**config.mk**
```make
export PLATFORM = sky130hd
export DESIGN_NAME = dma_bus_controller
export DESIGN_NICKNAME = d
export VERILOG_FILES = /design/src/rtl/dma_bus_controller.sv
export SDC_FILE = /design/constraint.sdc
export NUM_CORES = 1
export LEC_CHECK = 0
export ABC_AREA = 0
export CAP_MARGIN = 20
export CORE_MARGIN = 2
export CORE_UTILIZATION = 50
export DETAILED_ROUTE_END_ITERATION = 6
export PLACE_DENSITY_LB_ADDON = 0.08
export SKIP_LAST_GASP = 1
export SYNTH_ARGS = -nofsm -noshare
export SYNTH_HDL_FRONTEND = slang
export SYNTH_SLANG_ARGS = --single-unit
export TNS_END_PERCENT = 10
```
**constraint.sdc**
```tcl
create_clock -name clock -period 6.9 [get_ports clock]
set_clock_uncertainty 0.2 [all_clocks]
set_input_delay 1.38 -clock clock [delete_from_list [all_inputs] [get_ports clock]]
set_output_delay 1.38 -clock clock [all_outputs]
set_load 0.02 [all_outputs]
```
**src/rtl/dma_bus_controller.sv**
```systemverilog
// CI-programmed DMA engine: bursts blocks between buffer port B and the system bus as bus master.
// Optional completion interrupt port dmaIrq when DMA_COMPLETE_IRQ_EN is defined.
module dma_bus_controller #(
  parameter logic [7:0] customId = 8'h00
) (
  input  logic        clock,
  input  logic        reset,
  input  logic        ciStart,
  input  logic [7:0]  ciN,
  input  logic [31:0] ciValueA,
  input  logic [31:0] ciValueB,
  output logic        ciDone,
  output logic [31:0] ciResult,
  output logic [8:0]  memAddress,
  output logic        memWriteEnable,
  output logic [31:0] memDataOut,
  input  logic [31:0] memDataIn,
  output logic        busRequest,
  input  logic        busGrant,
  output logic        beginTransaction,
  output logic        endTransaction,
  output logic        readNotWrite,
  output logic [7:0]  burstSize,
  output logic [31:0] addressData,
  output logic        dataValid,
  input  logic [31:0] busDataIn,
  input  logic        busDataValid,
  input  logic        busEnd,
  input  logic        busBusy,
  input  logic        busError
`ifdef DMA_COMPLETE_IRQ_EN
  ,
  output logic        dmaIrq
`endif
);

  typedef enum logic [2:0] {S_IDLE, S_REQ, S_BEGIN, S_RDATA, S_WDATA, S_WEND, S_NEXT} state_t;
  state_t state_q, state_d;

  logic [31:0] bus_addr_q, cur_bus_q, wr_dat_q;
  logic [8:0]  buf_addr_q, cur_buf_q, beats_q;
  logic [9:0]  size_q, remaining_q;
  logic [7:0]  burst_q, burst_len_q;
  logic        rnw_q, wr_pend_q, done_q, error_q;

  logic        s_sel, ci_wr, busy, cfg_wr, start_req, stat_rd, in_burst;
  logic [2:0]  ci_reg;
  logic        load_burst, rd_beat, beat_w, set_done, set_err;
  logic [8:0]  beats_cfg, beats_take;
  logic [31:0] rd_val;
  logic        unused_bits;

  assign s_sel     = ciStart && (ciN == customId);
  assign ci_reg    = ciValueA[12:10];
  assign ci_wr     = ciValueA[9];
  assign busy      = (state_q != S_IDLE);
  assign cfg_wr    = s_sel && ci_wr && !busy;
  assign start_req = cfg_wr && (ci_reg == 3'd5) && (ciValueB[1:0] != 2'b00);
  assign stat_rd   = s_sel && !ci_wr && (ci_reg == 3'd5);
  assign unused_bits = ^{ciValueA[31:13], ciValueA[8:0]};

  // A burst is the smaller of the programmed burst and what is left of the block.
  assign beats_cfg  = {1'b0, burst_q} + 9'd1;
  assign beats_take = (remaining_q < {1'b0, beats_cfg}) ? remaining_q[8:0] : beats_cfg;

  always_comb begin
    state_d    = state_q;
    load_burst = 1'b0;
    rd_beat    = 1'b0;
    beat_w     = 1'b0;
    set_done   = 1'b0;
    set_err    = 1'b0;
    case (state_q)
      S_IDLE:  if (start_req && size_q != 10'd0) state_d = S_REQ;
      S_REQ:   if (busGrant) begin
                 state_d    = S_BEGIN;
                 load_burst = 1'b1;
               end
      S_BEGIN: state_d = rnw_q ? S_RDATA : S_WDATA;
      S_RDATA: begin
                 rd_beat = busDataValid && (remaining_q != 10'd0);
                 if (busEnd) state_d = S_NEXT;
               end
      S_WDATA: if (!busBusy) begin
                 beat_w = 1'b1;
                 if (beats_q == 9'd1) state_d = S_WEND;
               end
      S_WEND:  state_d = S_NEXT;
      S_NEXT:  if (remaining_q == 10'd0) begin
                 state_d  = S_IDLE;
                 set_done = 1'b1;
               end else begin
                 state_d = S_REQ;
               end
      default: state_d = S_IDLE;
    endcase
    if (busy && busError) begin
      state_d  = S_IDLE;
      set_err  = 1'b1;
      set_done = 1'b0;
      rd_beat  = 1'b0;
      beat_w   = 1'b0;
    end
  end

  always_ff @(posedge clock or negedge reset) begin
    if (!reset) state_q <= S_IDLE;
    else        state_q <= state_d;
  end

  always_ff @(posedge clock or negedge reset) begin
    if (!reset) begin
      bus_addr_q <= '0; buf_addr_q <= '0; size_q <= '0; burst_q <= '0;
      cur_bus_q <= '0; cur_buf_q <= '0; remaining_q <= '0; beats_q <= '0;
      burst_len_q <= '0; rnw_q <= 1'b0; wr_pend_q <= 1'b0; wr_dat_q <= '0;
      done_q <= 1'b0; error_q <= 1'b0;
    end else begin
      if (cfg_wr) begin
        case (ci_reg)
          3'd1: bus_addr_q <= {ciValueB[31:2], 2'b00};
          3'd2: buf_addr_q <= ciValueB[8:0];
          3'd3: size_q     <= ciValueB[9:0];
          3'd4: burst_q    <= ciValueB[7:0];
          default: ;
        endcase
      end
      if (load_burst) begin
        beats_q     <= beats_take;
        burst_len_q <= beats_take[7:0] - 8'd1;
      end
      // Read beats land in the buffer one cycle after they arrive on the bus.
      wr_pend_q <= rd_beat;
      if (rd_beat) begin
        wr_dat_q    <= busDataIn;
        remaining_q <= remaining_q - 10'd1;
        cur_bus_q   <= cur_bus_q + 32'd4;
      end
      if (wr_pend_q) cur_buf_q <= cur_buf_q + 9'd1;
      if (beat_w) begin
        remaining_q <= remaining_q - 10'd1;
        cur_bus_q   <= cur_bus_q + 32'd4;
        cur_buf_q   <= cur_buf_q + 9'd1;
        beats_q     <= beats_q - 9'd1;
      end
      if (set_done) done_q  <= 1'b1;
      if (set_err)  error_q <= 1'b1;
      if (start_req) begin
        error_q     <= 1'b0;
        done_q      <= (size_q == 10'd0);
        rnw_q       <= ciValueB[0];
        cur_bus_q   <= bus_addr_q;
        cur_buf_q   <= buf_addr_q;
        remaining_q <= size_q;
      end
    end
  end

`ifdef DMA_COMPLETE_IRQ_EN
  logic irq_q;
  always_ff @(posedge clock or negedge reset) begin
    if (!reset)                                                irq_q <= 1'b0;
    else if (set_done || set_err || (start_req && size_q == 10'd0)) irq_q <= 1'b1;
    else if (start_req || stat_rd)                             irq_q <= 1'b0;
  end
  assign dmaIrq = irq_q;
`else
  logic unused_stat;
  assign unused_stat = stat_rd;
`endif

  always_comb begin
    rd_val = '0;
    case (ci_reg)
      3'd1: rd_val = bus_addr_q;
      3'd2: rd_val = {23'd0, buf_addr_q};
      3'd3: rd_val = {22'd0, size_q};
      3'd4: rd_val = {24'd0, burst_q};
      3'd5: rd_val = {29'd0, done_q, error_q, busy};
      default: rd_val = '0;
    endcase
  end

  assign ciDone   = reset && s_sel;
  assign ciResult = (reset && s_sel) ? rd_val : 32'd0;

  assign in_burst = (state_q == S_BEGIN) || (state_q == S_RDATA) ||
                    (state_q == S_WDATA) || (state_q == S_WEND);

  assign busRequest       = (state_q == S_REQ) || in_burst;
  assign beginTransaction = (state_q == S_BEGIN);
  assign endTransaction   = (state_q == S_WEND);
  assign readNotWrite     = in_burst && rnw_q;
  assign burstSize        = in_burst ? burst_len_q : 8'd0;
  assign dataValid        = (state_q == S_WDATA);
  assign memWriteEnable   = wr_pend_q;
  assign memDataOut       = wr_pend_q ? wr_dat_q : 32'd0;

  always_comb begin
    addressData = '0;
    if (state_q == S_BEGIN)      addressData = cur_bus_q;
    else if (state_q == S_WDATA) addressData = memDataIn;
  end

  // Write bursts prefetch: advance the read address only when the current beat retires.
  always_comb begin
    memAddress = '0;
    if (wr_pend_q)
      memAddress = cur_buf_q;
    else if (state_q == S_BEGIN && !rnw_q)
      memAddress = cur_buf_q;
    else if (state_q == S_WDATA)
      memAddress = (beat_w && beats_q != 9'd1) ? cur_buf_q + 9'd1 : cur_buf_q;
  end

endmodule

```
==> metrics.md, run 1 <==
| Metric | Value |
|---|---|
| Vias in the first global route | approximately 7500 |
| Vias | ~7600 |
| Leakage power | 5.45 nW |
| Post-CTS Hold Buffers | 0 |
| Synth cell types | 61 |
| H-tree depth | 4 |
| Clock buffer count from CTS | 17 |
| Worst min path class | flip-flop to flip-flop |
| DRT iter0 DRCs | between 400 and 500 |
| Post-Route WL | around 25000 um |
| Initial DRT Pass Iterations | 6 |
| Post-CTS setup buffers | 0 |
| WL/cell | about 18 um |
| All-Layer GR Usage | a little over a quarter |
| Final TNS setup | 0 ns |
| Port bufs | 235 |
| Final net count | between 1000 and 1500 |
| Vias per cell | ~5.5 |
| #FFs+latches synth | around 160 |
| Most common cell after layout, fill and taps aside | clkdlybuf4s50_1 |
| Post-Place Setup Slack | between 1 and 1.5 ns |
| Max Freq | ~170 MHz |
| Clock root buffer | clkbuf_16 |
| Reg2reg start | burst_q[0] |
| Max Cap Viol | 0 |
| Clock Sinks | 162 |
| # DRC | 0 |
| Row count | 49 |
| Worst Min Path Start | burst_len_q[4] |
| Post-synthesis sequential area ratio | 44.4% |
| Number of flops mapped to enable cells by yosys | 0 |
| Die Y | around 140 um |
| Sw Pwr | about 940 uW |
| Crit path launch type | primary input |
| Gate power share | approximately 25% |
| Worst-Skew Late Latency | approximately 0.42 ns |
| Switching part of the total | a little under a third |
| Final-report hold violation count | 0 |
| Share of cells above drive strength 1 | 12.9% |
| Fill cell count | 1468 |
| Max rail drop VDD | between 0.15 and 0.2 mV |
| Worst Setup End Kind | primary output |
| Synthesized area | around 9000 um^2 |
| GPL Wtd Cong | about 0.88 |
| Post-Syn Nets | between 1000 and 1500 |
| Initial antenna violation count | 0 |
| Routed Antenna Nets | 0 |
| Gate Count Post-Synth | just over 900 |
| Critical Path AT | between 4 and 5 ns |
| Sequential power share | a little over two fifths |
| Pwr/cell area | approximately 240 nW/um^2 |
| Slew @ Worst Pin | between 1 and 1.5 ns |
| Main flop type after synthesis | dfrtp_1 |
| Deepest clock path buffer count | 2 |
| Commonest non-fill, non-tap cells in the layout | clkdlybuf4s50_1 (234), dfrtp_1 (162), mux2_2 (95) |
| Asr flop ratio synth | 100% |
| Internal cell power | 2.05 mW |
| Congestion Overflow GR | 0 |
| Reg clk slew, reported paths | roughly 0.06 ns |
| Starting Density | 50.8% |
| Largest net degree at the start of global routing | 66 |
| Max-slew headroom | a little under a third |
| IO Pins | approximately 260 |
| Core Area | 18000 um^2 |
| CTS tree | built |
| Crit Path Max Fanout | 9 |
| Chip width | between 100 and 150 um |
| Tcrit/Tclk final | around 84% |
| RSZ-0062 raised after global routing | false |
| First-pass GRT wire length | between 40000 and 50000 um |
| Max-slew violation count | 0 |
| Run status | finished clean |
| Die area | 19300 um^2 |
| P&R area growth vs syn | 34.3% |
| Final WS setup | 1.09 ns |
| Clock power share | around 33% |
| Syn Area/Cell | 9.94 um^2 |
| Yosys warns | 0 |
| Min Tclk post-route | just under 6 ns |
| Hpwl dp | approximately 18000 um |
| Post-cts resize count | 0 |
| Req. time, crit path | between 5 and 6 ns |
| # setup viols final | 0 |
| Kind of critical path | primary input to primary output |
| Setup crit start | busError |
[kinds of logic (layout without fill, tap and decap cells)]
logic type | after synthesis | after routing | synth area share, %
XOR/XNOR | 71 | 71 | 6.81
adder cells (fa/ha/maj) | 14 | 14 | 1.89
flip-flops | 162 | 162 | 44.4
buffers and inverters | 73 | 299 | 3.26
other | 0 | 1 | 0
multiplexers | 106 | 106 | 12.9
AO/OA/AOI/OAI | 162 | 162 | 11.6
AND/OR/NAND/NOR | 330 | 330 | 19.1
[worst paths after layout]
path	end	slack (ns)	cells past startpoint
setup / recovery	memAddress[8]	1.09	7
hold / removal	burst_len_q[4]	0.28	2
setup reg to reg	burst_len_q[6]	1.89	18
hold reg to reg	burst_len_q[4]	0.28	2
max in group asynchronous	beats_q[6]	4.66	2
min in group asynchronous	wr_dat_q[1]	0.65	1
[layout make-up]
class	instances	area (um^2)	area share (%)
multi-input cells	683	4780	39.0
flip-flops and latches	162	4050	33.1
repair buffers	245	2450	20.0
clock buffers	19	453	3.70
well taps	229	287	2.34
clock inverters	12	144	1.17
inverters	23	86.3	0.704
diodes	1	2.50	0.0204
[state kept, by name, indices dropped and copies added (netlist names)]
register / count
beats_q: 9
buf_addr_q: 9
burst_len_q: 8
burst_q: 8
bus_addr_q: 30
cur_buf_q: 9
cur_bus_q: 30
done_q: 1
error_q: 1
memWriteEnable: 1
remaining_q: 10
rnw_q: 1
size_q: 10
state_q: 3
wr_dat_q: 32
[metrics by stage]
stage	area (um^2)	power (mW)	utilization (%)	cells	hold WS [ns]
after floorplan	9130	1.73	-	918	0.242
after CTS	12200	3.00	68.1	1372	0.281
after detailed placement	11600	2.03	64.7	1341	0.267
final	12300	2.99	68.2	1374	0.277
after global placement	11600	2.01	64.7	1341	0.257
after global routing	12300	3.15	68.2	1373	0.311
[critical path, stage by stage]
cell and delay, ns:
clkdlybuf4s50_1 0.53, or3_1 0.60, nor3_2 0.65, nand4_1 0.20
xor2_1 0.19, nor2_1 0.08, clkdlybuf4s50_1 0.60
[cell usage after synthesis, types with 3 or more instances]
cell / number / area, um^2
mux2i_1: 11 / 110
and3_1: 12 / 75.1
ha_1: 13 / 163
and2_1: 68 / 425
xor2_1: 41 / 359
nand2b_1: 5 / 31.3
buf_2: 4 / 20.0
a211oi_1: 5 / 37.5
xnor2_1: 30 / 263
nand4_1: 12 / 75.1
nor2b_1: 7 / 43.8
inv_1: 22 / 82.6
a21oi_1: 65 / 325
nor3b_1: 6 / 45.0
a21o_1: 4 / 30.0
nand3_1: 25 / 125
o21ai_0: 22 / 110
nor2_1: 90 / 338
mux2_2: 95 / 1070
o211ai_1: 4 / 30.0
a22oi_1: 14 / 105
nor4_1: 7 / 43.8
dfrtp_1: 162 / 4050
clkbuf_1: 41 / 154
nor3_1: 13 / 65.1
a22o_1: 30 / 263
or3_1: 7 / 43.8
o21a_1: 3 / 22.5
nand2_1: 60 / 225
and4_1: 3 / 26.3
[power by group through the flow]
stage,clock network [mW],logic [mW],registers [mW]
final,0.972,0.743,1.27
after CTS,0.982,0.743,1.27
after global routing,1.03,0.822,1.30
after floorplan,0,0.507,1.22
after detailed placement,0,0.740,1.29
after global placement,0,0.726,1.28
[layer usage]
metal  global-route usage (%)  wire length, um  vias to the layer above
li1                         -                -                     3659
met1                     35.3            10800                     3704
met2                     43.1            12400                      225
met3                     7.18             1650                       29
met4                     6.59              400                        0
met5                        0                0                        -
Power figures use the tool's default switching activity.
==> run 2, diff against run 1 <==
--- a/config.mk
+++ b/config.mk
@@ -8,7 +8,7 @@
 export ABC_AREA = 0
 export CAP_MARGIN = 20
 export CORE_MARGIN = 2
-export CORE_UTILIZATION = 50
+export CORE_UTILIZATION = 48
 export DETAILED_ROUTE_END_ITERATION = 6
 export PLACE_DENSITY_LB_ADDON = 0.08
 export SKIP_LAST_GASP = 1
==> constraint.sdc (replaced) <==
create_clock -name clock -period 5.7 [get_ports clock]
set_clock_uncertainty 0.2 [all_clocks]
set_input_delay 1.14 -clock clock [delete_from_list [all_inputs] [get_ports clock]]
set_output_delay 1.14 -clock clock [all_outputs]
set_load 0.02 [all_outputs]
==> run 2 against run 1 <==
Critical path depth grew 1. Global-route usage fell by 1.9 points. Via count is 0.16% higher. Register-to-register slack worse by 0.72 ns. Cell count up 0.80%. Critical path type unchanged.
==> metrics.md, run 2 (synthesized netlist as in run 1, its figures left out) <==
| Metric | Value |
|---|---|
| Congestion Overflow GR | 0 |
| Pwr/cell area | ~290 nW/um^2 |
| Clock Sinks | around 160 |
| Met1 Use GR | between 30% and 40% |
| Row count | 50 |
| First-pass GRT wire length | slightly below 40000 um |
| Vias per cell | between 5 and 6 |
| Post-CTS setup buffers | 0 |
| Req. time, crit path | approximately 4.4 ns |
| Worst Setup End Kind | primary output |
| CTS tree | built |
| IO Pins | 264 |
| Core Area | roughly 19000 um^2 |
| Top cell by count, worst path | clkdlybuf4s50_1 |
| Worst-Skew Late Latency | about 0.43 ns |
| GR peak layer | met2 |
| Min Tclk post-route | about 5.3 ns |
| Crit Path Max Fanout | 10 |
| Antenna diode count | 0 |
| Commonest non-fill, non-tap cells in the layout | clkdlybuf4s50_1 (234), dfrtp_1 (162), mux2_2 (95) |
| Top delay family on crit path | simple AND/OR/NAND/NOR gates |
| Initial DRT Pass Iterations | 7 |
| Post-placement cell area | 11700 um^2 |
| Final TNS setup | 0 ns |
| Multi-input gate area | ~4800 um^2 |
| WL/cell | 17.6 um |
| Post-cts resize count | 0 |
| Post-Route WL | around 24000 um |
| Crit path launch type | primary input |
| Sequential cell area | 4050 um^2 |
| Final-report hold violation count | 0 |
| Most common cell after layout, fill and taps aside | clkdlybuf4s50_1 |
| Global routing met3 resource utilization | 7.26% |
| Slew @ Worst Pin | roughly 0.94 ns |
| Max reg flops | 32 |
| Max Freq | approximately 190 MHz |
| Fin util | 65.8% |
| CP max stage cell | clkdlybuf4s50_1 |
| Chip width | approximately 140 um |
| Tcrit/Tclk final | between 90% and 100% |
| Max-slew violation count | 0 |
| Port bufs | 235 |
| Finished Cell Area | 12300 um^2 |
| Worst Min Path Start | burst_len_q[0] |
| Critical-path cell list | clkdlybuf4s50_1, or4b_1, nor3_1, nand3_1, inv_1, nand2_1, a211oi_1, clkdlybuf4s50_1 |
| Hpwl dp | between 15000 and 20000 um |
| All-Layer GR Usage | 24.6% |
| CP Buf/Inv Count | 3 |
| Routed Antenna Nets | 0 |
| Biggest regs | wr_dat_q: 32 flops, bus_addr_q: 30 flops, cur_bus_q: 30 flops |
| Met2 usage in global routing | 40.4% |
| Largest net degree at the start of global routing | just under 80 |
| Final net count | 1295 |
| Post-CTS Hold Buffers | 0 |
| # DRC | 0 |
| Vias | 7629 |
| Flop-to-flop setup slack | between 1 and 1.5 ns |
| Die Y | ~140 um |
| Max-slew headroom | between 30% and 40% |
| Max Cap Viol | 0 |
| H-tree depth | 4 |
| Vias in the first global route | roughly 7500 |
| Critical Path AT | 3.99 ns |
| Overall power | 3.60 mW |
| # setup viols final | 0 |
| P&R area growth vs syn | 35.0% |
| Fill cell count | ~1600 |
| Slowest stage delay, CP | roughly 0.66 ns |
| GPL Wtd Cong | 0.821 |
| Starting Density | roughly 49% |
| Run status | finished clean |
| Reg2reg start | burst_q[0] |
| DRT iter0 DRCs | between 400 and 500 |
| Deepest clock path buffer count | 2 |
| Leakage power | around 5.5 nW |
| RSZ-0062 raised after global routing | false |
| Die area | approximately 20000 um^2 |
| Initial antenna violation count | 0 |
| Kind of critical path | primary input to primary output |
| Setup crit start | ciN[7] |
| Clock buffer count from CTS | 17 |
| Clock root buffer | clkbuf_16 |
| Share of cells above drive strength 1 | ~13% |
| Reg with most FFs | wr_dat_q |
| Worst min path class | flip-flop to flip-flop |
| Max rail drop VDD | 0.220 mV |
| Reg clk slew, reported paths | 0.06 ns |
[run 2: worst reg2reg max path, stage by stage, from the launching register on]
cell	delay, ns
dfrtp_1	0.55
ha_1	0.35
and3_1	0.21
xor2_1	0.40
inv_1	0.09
ha_1	0.28
and4b_1	0.25
nand2_1	0.07
o311ai_1	0.28
a31oi_2	0.06
buf_4	0.22
a21oi_1	0.36
ha_1	0.31
nand2_1	0.09
nor4_1	0.25
xnor2_1	0.16
nor2_1	0.05
a21oi_1	0.12
o21ai_0	0.08
[run 2: area by class of cell]
cell class	instances	share of cell area [%]
multi-input combinational	683	38.8
clock buffer	18	3.48
sequential	162	32.9
clock inverter	14	1.35
inverter	23	0.701
timing repair buffer	251	20.3
tap	234	2.38
[run 2: report_power, final]
group | internal, mW | switching, mW
registers | 1.36 | 0.181
clock network | 0.661 | 0.507
logic | 0.451 | 0.445
total | 2.47 | 1.13
[run 2: layer usage]
metal	routed length [um]	part of all wire (%)
met4	488	2.0
met5	0	0
met1	10600	43
met3	1560	6.4
met2	11800	48
[run 2: per-stage QoR]
| step | hold slack (ns) | instances | setup slack (ns) |
|---|---|---|---|
| CTS | 0.277 | 1383 | 0.362 |
| global route | 0.311 | 1385 | 0.203 |
| floorplan | 0.242 | 918 | 1.44 |
| global placement | 0.253 | 1351 | 0.367 |
| finish | 0.271 | 1385 | 0.373 |
| detailed placement | 0.262 | 1351 | 0.370 |
[run 2: final timing paths]
path                             endpoint  cells after the start
setup / recovery              ciResult[1]                      8
hold / removal             burst_len_q[0]                      2
setup reg to reg           burst_len_q[6]                     18
hold reg to reg            burst_len_q[0]                      2
max in group asynchronous          done_q                      2
min in group asynchronous    cur_buf_q[1]                      1
